[config.mk]
export PLATFORM = sky130hd
export DESIGN_NAME = dispatch_sched
export DESIGN_NICKNAME = d
export VERILOG_FILES = /design/src/rtl/dispatch_pkg.sv /design/src/rtl/instr_class_dec.sv /design/src/rtl/dispatch_sched.sv
export SDC_FILE = /design/constraint.sdc
export NUM_CORES = 1
export LEC_CHECK = 0
export BUFFER_PORTS_ARGS = -buffer_cell sky130_fd_sc_hd__buf_2
export CORE_MARGIN = 2
export CORE_UTILIZATION = 42
export DETAILED_ROUTE_END_ITERATION = 8
export GPL_TIMING_DRIVEN = 1
export PLACE_DENSITY = 0.7
export SLEW_MARGIN = 30
export SYNTH_ARGS = -nofsm -noshare
export SYNTH_HDL_FRONTEND = slang
export SYNTH_SLANG_ARGS = --single-unit
[constraint.sdc]
create_clock -name clk -period 2 [get_ports clk]
set_input_delay 0.1 -clock clk [delete_from_list [all_inputs] [get_ports clk]]
set_output_delay 0.1 -clock clk [all_outputs]
set_load 0.02 [all_outputs]
[src/rtl/dispatch_pkg.sv]
// Shared types and opcode constants for the dispatch scheduler and its decoder.
package dispatch_pkg;

  localparam int NUM_IQ = 4;

  typedef enum logic [1:0] {
    Q_INT  = 2'd0,
    Q_MULT = 2'd1,
    Q_DIV  = 2'd2,
    Q_LDST = 2'd3
  } queue_e;

  typedef enum logic {
    RUN   = 1'b0,
    FLUSH = 1'b1
  } state_e;

  localparam logic [6:0] OP_REG    = 7'b0110011;
  localparam logic [6:0] OP_IMM    = 7'b0010011;
  localparam logic [6:0] OP_LUI    = 7'b0110111;
  localparam logic [6:0] OP_AUIPC  = 7'b0010111;
  localparam logic [6:0] OP_BRANCH = 7'b1100011;
  localparam logic [6:0] OP_JAL    = 7'b1101111;
  localparam logic [6:0] OP_JALR   = 7'b1100111;
  localparam logic [6:0] OP_LOAD   = 7'b0000011;
  localparam logic [6:0] OP_STORE  = 7'b0100011;

  localparam logic [6:0] FUNCT7_MULDIV = 7'b0000001;

  function automatic logic [NUM_IQ-1:0] queue_onehot(input queue_e q);
    return NUM_IQ'(1) << q;
  endfunction

endpackage

[src/rtl/instr_class_dec.sv]
// Combinational classifier: maps an instruction onto its issue queue or flags it illegal.
module instr_class_dec
  import dispatch_pkg::*;
#(
  parameter int WIDTH = 32
) (
  input  logic [WIDTH-1:0]  instr,
  output logic [NUM_IQ-1:0] queue_oh,
  output logic              illegal
);

  logic [6:0] opcode;
  logic [6:0] funct7;
  logic [2:0] funct3;
  logic       unused_ok;

  assign opcode    = instr[6:0];
  assign funct3    = instr[14:12];
  assign funct7    = instr[31:25];
  assign unused_ok = ^instr;

  always_comb begin
    queue_oh = '0;
    illegal  = 1'b0;
    case (opcode)
      OP_REG: begin
        if (funct7 == FUNCT7_MULDIV)
          queue_oh = funct3[2] ? queue_onehot(Q_DIV) : queue_onehot(Q_MULT);
        else
          queue_oh = queue_onehot(Q_INT);
      end
      OP_IMM, OP_LUI, OP_AUIPC, OP_BRANCH, OP_JAL, OP_JALR:
        queue_oh = queue_onehot(Q_INT);
      OP_LOAD, OP_STORE:
        queue_oh = queue_onehot(Q_LDST);
      default:
        illegal = 1'b1;
    endcase
  end

endmodule

[src/rtl/dispatch_sched.sv]
// Drains the fetch queue through a one-entry stage into four issue queues, tagging each
// dispatch from a ROB tag counter; a mispredict flush empties the fetch queue and reloads the tag.
module dispatch_sched
  import dispatch_pkg::*;
#(
  parameter int WIDTH   = 32,
  parameter int TAG_W   = 5,
  parameter int STALL_W = 16
) (
  input  logic               clk,
  input  logic               rst,
  input  logic               ifq_empty,
  input  logic [WIDTH-1:0]   ifq_data,
  output logic               ifq_pull,
  input  logic [NUM_IQ-1:0]  iq_full,
  output logic [NUM_IQ-1:0]  iq_push,
  output logic [WIDTH-1:0]   iq_instr,
  output logic [TAG_W-1:0]   iq_tag,
  input  logic               rob_full,
  input  logic               flush,
  input  logic [TAG_W-1:0]   flush_tag,
  output logic               flush_busy,
  output logic               illegal,
  output logic [STALL_W-1:0] stall_cnt
);

  state_e              state_reg;
  logic                valid_reg;
  logic [WIDTH-1:0]    instr_reg;
  logic [NUM_IQ-1:0]   qsel_reg;
  logic [TAG_W-1:0]    tag_reg;
  logic [STALL_W-1:0]  stall_reg;
  logic                illegal_reg;

  logic [NUM_IQ-1:0]   dec_oh;
  logic                dec_illegal;
  logic [NUM_IQ-1:0]   target_full;
  logic                stage_fire;

  instr_class_dec #(.WIDTH(WIDTH)) u_dec (
    .instr    (ifq_data),
    .queue_oh (dec_oh),
    .illegal  (dec_illegal)
  );

  // Only the full flag of the queue this entry targets matters.
  generate
    for (genvar gi = 0; gi < NUM_IQ; gi++) begin : g_iq
      assign target_full[gi] = qsel_reg[gi] & iq_full[gi];
      assign iq_push[gi]     = qsel_reg[gi] & stage_fire;
    end
  endgenerate

  assign stage_fire = valid_reg & ~(|target_full) & ~rob_full & ~flush & (state_reg == RUN);

  always_comb begin
    ifq_pull = 1'b0;
    if (rst && !flush) begin
      case (state_reg)
        RUN:     ifq_pull = !ifq_empty && (!valid_reg || stage_fire);
        FLUSH:   ifq_pull = !ifq_empty;
        default: ifq_pull = 1'b0;
      endcase
    end
  end

  always_ff @(posedge clk or negedge rst) begin
    if (!rst) begin
      state_reg   <= RUN;
      valid_reg   <= 1'b0;
      instr_reg   <= '0;
      qsel_reg    <= '0;
      tag_reg     <= '0;
      stall_reg   <= '0;
      illegal_reg <= 1'b0;
    end else begin
      illegal_reg <= 1'b0;
      if (flush) begin
        valid_reg <= 1'b0;
        tag_reg   <= flush_tag;
        state_reg <= FLUSH;
      end else begin
        case (state_reg)
          RUN: begin
            if (stage_fire)
              tag_reg <= tag_reg + 1'b1;
            else if (valid_reg && stall_reg != '1)
              stall_reg <= stall_reg + 1'b1;
            // Illegal heads are consumed but never occupy the stage.
            if (ifq_pull) begin
              valid_reg   <= !dec_illegal;
              instr_reg   <= ifq_data;
              qsel_reg    <= dec_oh;
              illegal_reg <= dec_illegal;
            end else if (stage_fire) begin
              valid_reg <= 1'b0;
            end
          end
          FLUSH: begin
            if (ifq_empty)
              state_reg <= RUN;
          end
          default: state_reg <= RUN;
        endcase
      end
    end
  end

  assign iq_instr   = instr_reg;
  assign iq_tag     = tag_reg;
  assign flush_busy = (state_reg == FLUSH);
  assign illegal    = illegal_reg;
  assign stall_cnt  = stall_reg;

endmodule

==> results.ini <==
[grt]
grt_usage_pct=20.0
grt_max_degree=32
grt_pass1_vias=2488
antenna_found_initial=0
grt_pass1_wl_um=11400
overflow=0

[clock_tree]
cts_tree=yes
clk-insertion-delay-late_ps=330
cts_buffers=9
clk_pin_slew_ps=70
clockBufferDepth=2
cts_root_buffer=clkbuf_8
htree_num_levels=3
cts_sinks=60

[synthesis]
synth_edf_count=0
ys_seq_area_share_pct=55.5
syn_inst=280
syn_avg_cell_area_um2=9.67
yosysWarnings=0
synth_seq_cells=60
yosysTopAreaCell=dfrtp_1
synthArstFlopShare_pct=100
ys.flop_type=dfrtp_1
yosys-top-cells-area=dfrtp_1 (55%), nand2_1 (15%), xnor2_1 (4.5%), nand4_1 (2.3%), and3_1 (2.1%)
syn-cell-area_mm2=0.00271
netlist.area_leader.share_pct=55.5
syn-num-nets=328
synth.distinct_cells=39

[floorplanning]
die_x_um=84.3
ios=106
fp.dieH_um=84.3
coreArea_mm2=0.00628
fp.dieArea_mm2=0.00710
rows=29
start_util_pct=43.1

[setup_path]
worstSetupPathType=flip-flop to output pin
r2r_cells=7
worst_ep_required_time_ps=1900
r2r_slack_ps=160
r2r-start=qsel_reg[0]$_DFFE_PN0P_
arrival_ps=1780
path_max_fanout=5
crit_start=qsel_reg[0]$_DFFE_PN0P_
end_kind=output pin
r2r-end=iq_instr[12]$_DFFE_PN0P_
endpoint=ifq_pull
start_kind=flip-flop

[routing]
wirelength_um=6930
vias=2529
vias_per_cell=4.90
postRouteAntennaNets=0
detailedRoute.firstPassIterationCount=4
drc_errors=0
first_iter_violations=107
post_drt_wl_per_cell_um=13.4

[cells_and_area]
nets=482
drive_gt1_share_pct=33.3
design_area_mm2=0.00399
syn_to_final_growth_pct=47.2
largest_reg_flops=32
final_cell_mix=nand2_1 (109), buf_2 (102), dfrtp_1 (60)
fill_cells=522
regArea_mm2=0.00150
diodes=0
multi_input_area_mm2=0.00113
layout_commonest_cell=nand2_1

[placed_design]
placed_area_mm2=0.00337
routabilityCongestion=0.827
port_buffers=105
place_hpwl_um=4860

[sta]
hold_violations=0
finClkSkew_ps=8.44
finalCritPeriodShare_pct=94.2
tightest_slew_ps=621
fin_crit_ps=1880
setup_viol=0
relSlewSlack_pct=57.5
finalMaxSlewViolations=0
rsz0062_at_grt=false
fin_tns_setup_ps=0
fmax_mhz=531

[power]
p_per_area_mw_per_mm2=886
ir_drop_uv=684
p_leak_nw=2.12

[run_status]
outcome=finished, final reports clean

[run]
max-cap-violations=0

[hold_path]
hold_class=primary input to flip-flop

-- through the flow --
stage	total power, mW	setup slack (ps)	hold WS [ps]	util, %	cells
after CTS	3.55	23.7	0.707	63.1	515
final	3.53	115	34.3	63.5	516
after detailed placement	2.13	168	203	53.7	465
after global routing	3.70	1.13	45.6	63.5	516
after floorplan	1.84	88.4	-196	-	280
after global placement	2.11	219	213	53.7	465
-- cells in the mapped netlist, types with 3 or more instances --
| cell type | count |
|---|---|
| and3_1 | 9 |
| nand3_1 | 6 |
| o21ai_0 | 5 |
| nor2_1 | 7 |
| buf_6 | 4 |
| nand4_1 | 10 |
| xnor2_1 | 14 |
| nand2_1 | 109 |
| inv_1 | 3 |
| and2_1 | 3 |
| mux2_2 | 3 |
| nor3b_1 | 4 |
| buf_2 | 5 |
| a21oi_1 | 3 |
| dfrtp_1 | 60 |
| a31oi_1 | 5 |
-- routing by layer --
metal	GRT usage (%)	wire, µm	vias up
li1	-	-	1246
met1	25.8	3030	1192
met2	32.1	3350	79
met3	5.70	444	12
met4	7.92	104	0
met5	0	0	-
-- how the worst min path moves through the flow --
| stage | slack (ps) | to | depth (start not counted) | start |
|---|---|---|---|---|
| after CTS | 0.7 | iq_tag[3]$_DFFE_PN0P_ | 2 | flush_tag[3] |
| after global routing | 50 | iq_instr[4]$_DFFE_PN0P_ | 3 | ifq_data[4] |
| after detailed placement | 200 | stall_cnt[3]$_DFFE_PN0P_ | 2 | rst |
| after floorplan | -200 | flush_busy$_DFF_PN0_ | 0 | rst |
| final | 30 | iq_instr[3]$_DFFE_PN0P_ | 3 | ifq_data[3] |
| after global placement | 210 | stall_cnt[3]$_DFFE_PN0P_ | 2 | rst |
-- layout make-up --
cell class,instances,area share (%)
clock buffers,12,3.89
inverters,3,0.283
clock inverters,4,2.39
multi-input cells,206,28.3
well taps,77,2.42
repair buffers,154,25.1
flip-flops and latches,60,37.7
-- report_power, final --
part,switching (mW),internal (mW)
logic,0.430,0.284
registers,0.0912,1.37
clock network,0.460,0.894
total,0.981,2.55
-- critical path: stages (launching register included) --
cell      delay, ps
dfrtp_1         390
a222oi_1        310
buf_4           180
nand2_2         100
a31oi_2         270
buf_2           200
-- what timing repair did --
action | in CTS | in global routing
buffers inserted | 1 | 1
hold buffers | 33 | 1
hold endpoints to repair | 92 | 1
setup endpoints to repair | 3 | 5
resized for setup | 2 | 3
pin swaps | 0 | 1
gates cloned | 0 | 0
-- kinds of logic after synthesis --
group | synth area share, %
mux | 1.62
simple gates | 26.9
xor+xnor | 5.18
compound gates | 6.61
fa+ha+maj | 0.924
buf+inv | 3.28
flops | 55.5
Power figures use the tool's default switching activity.
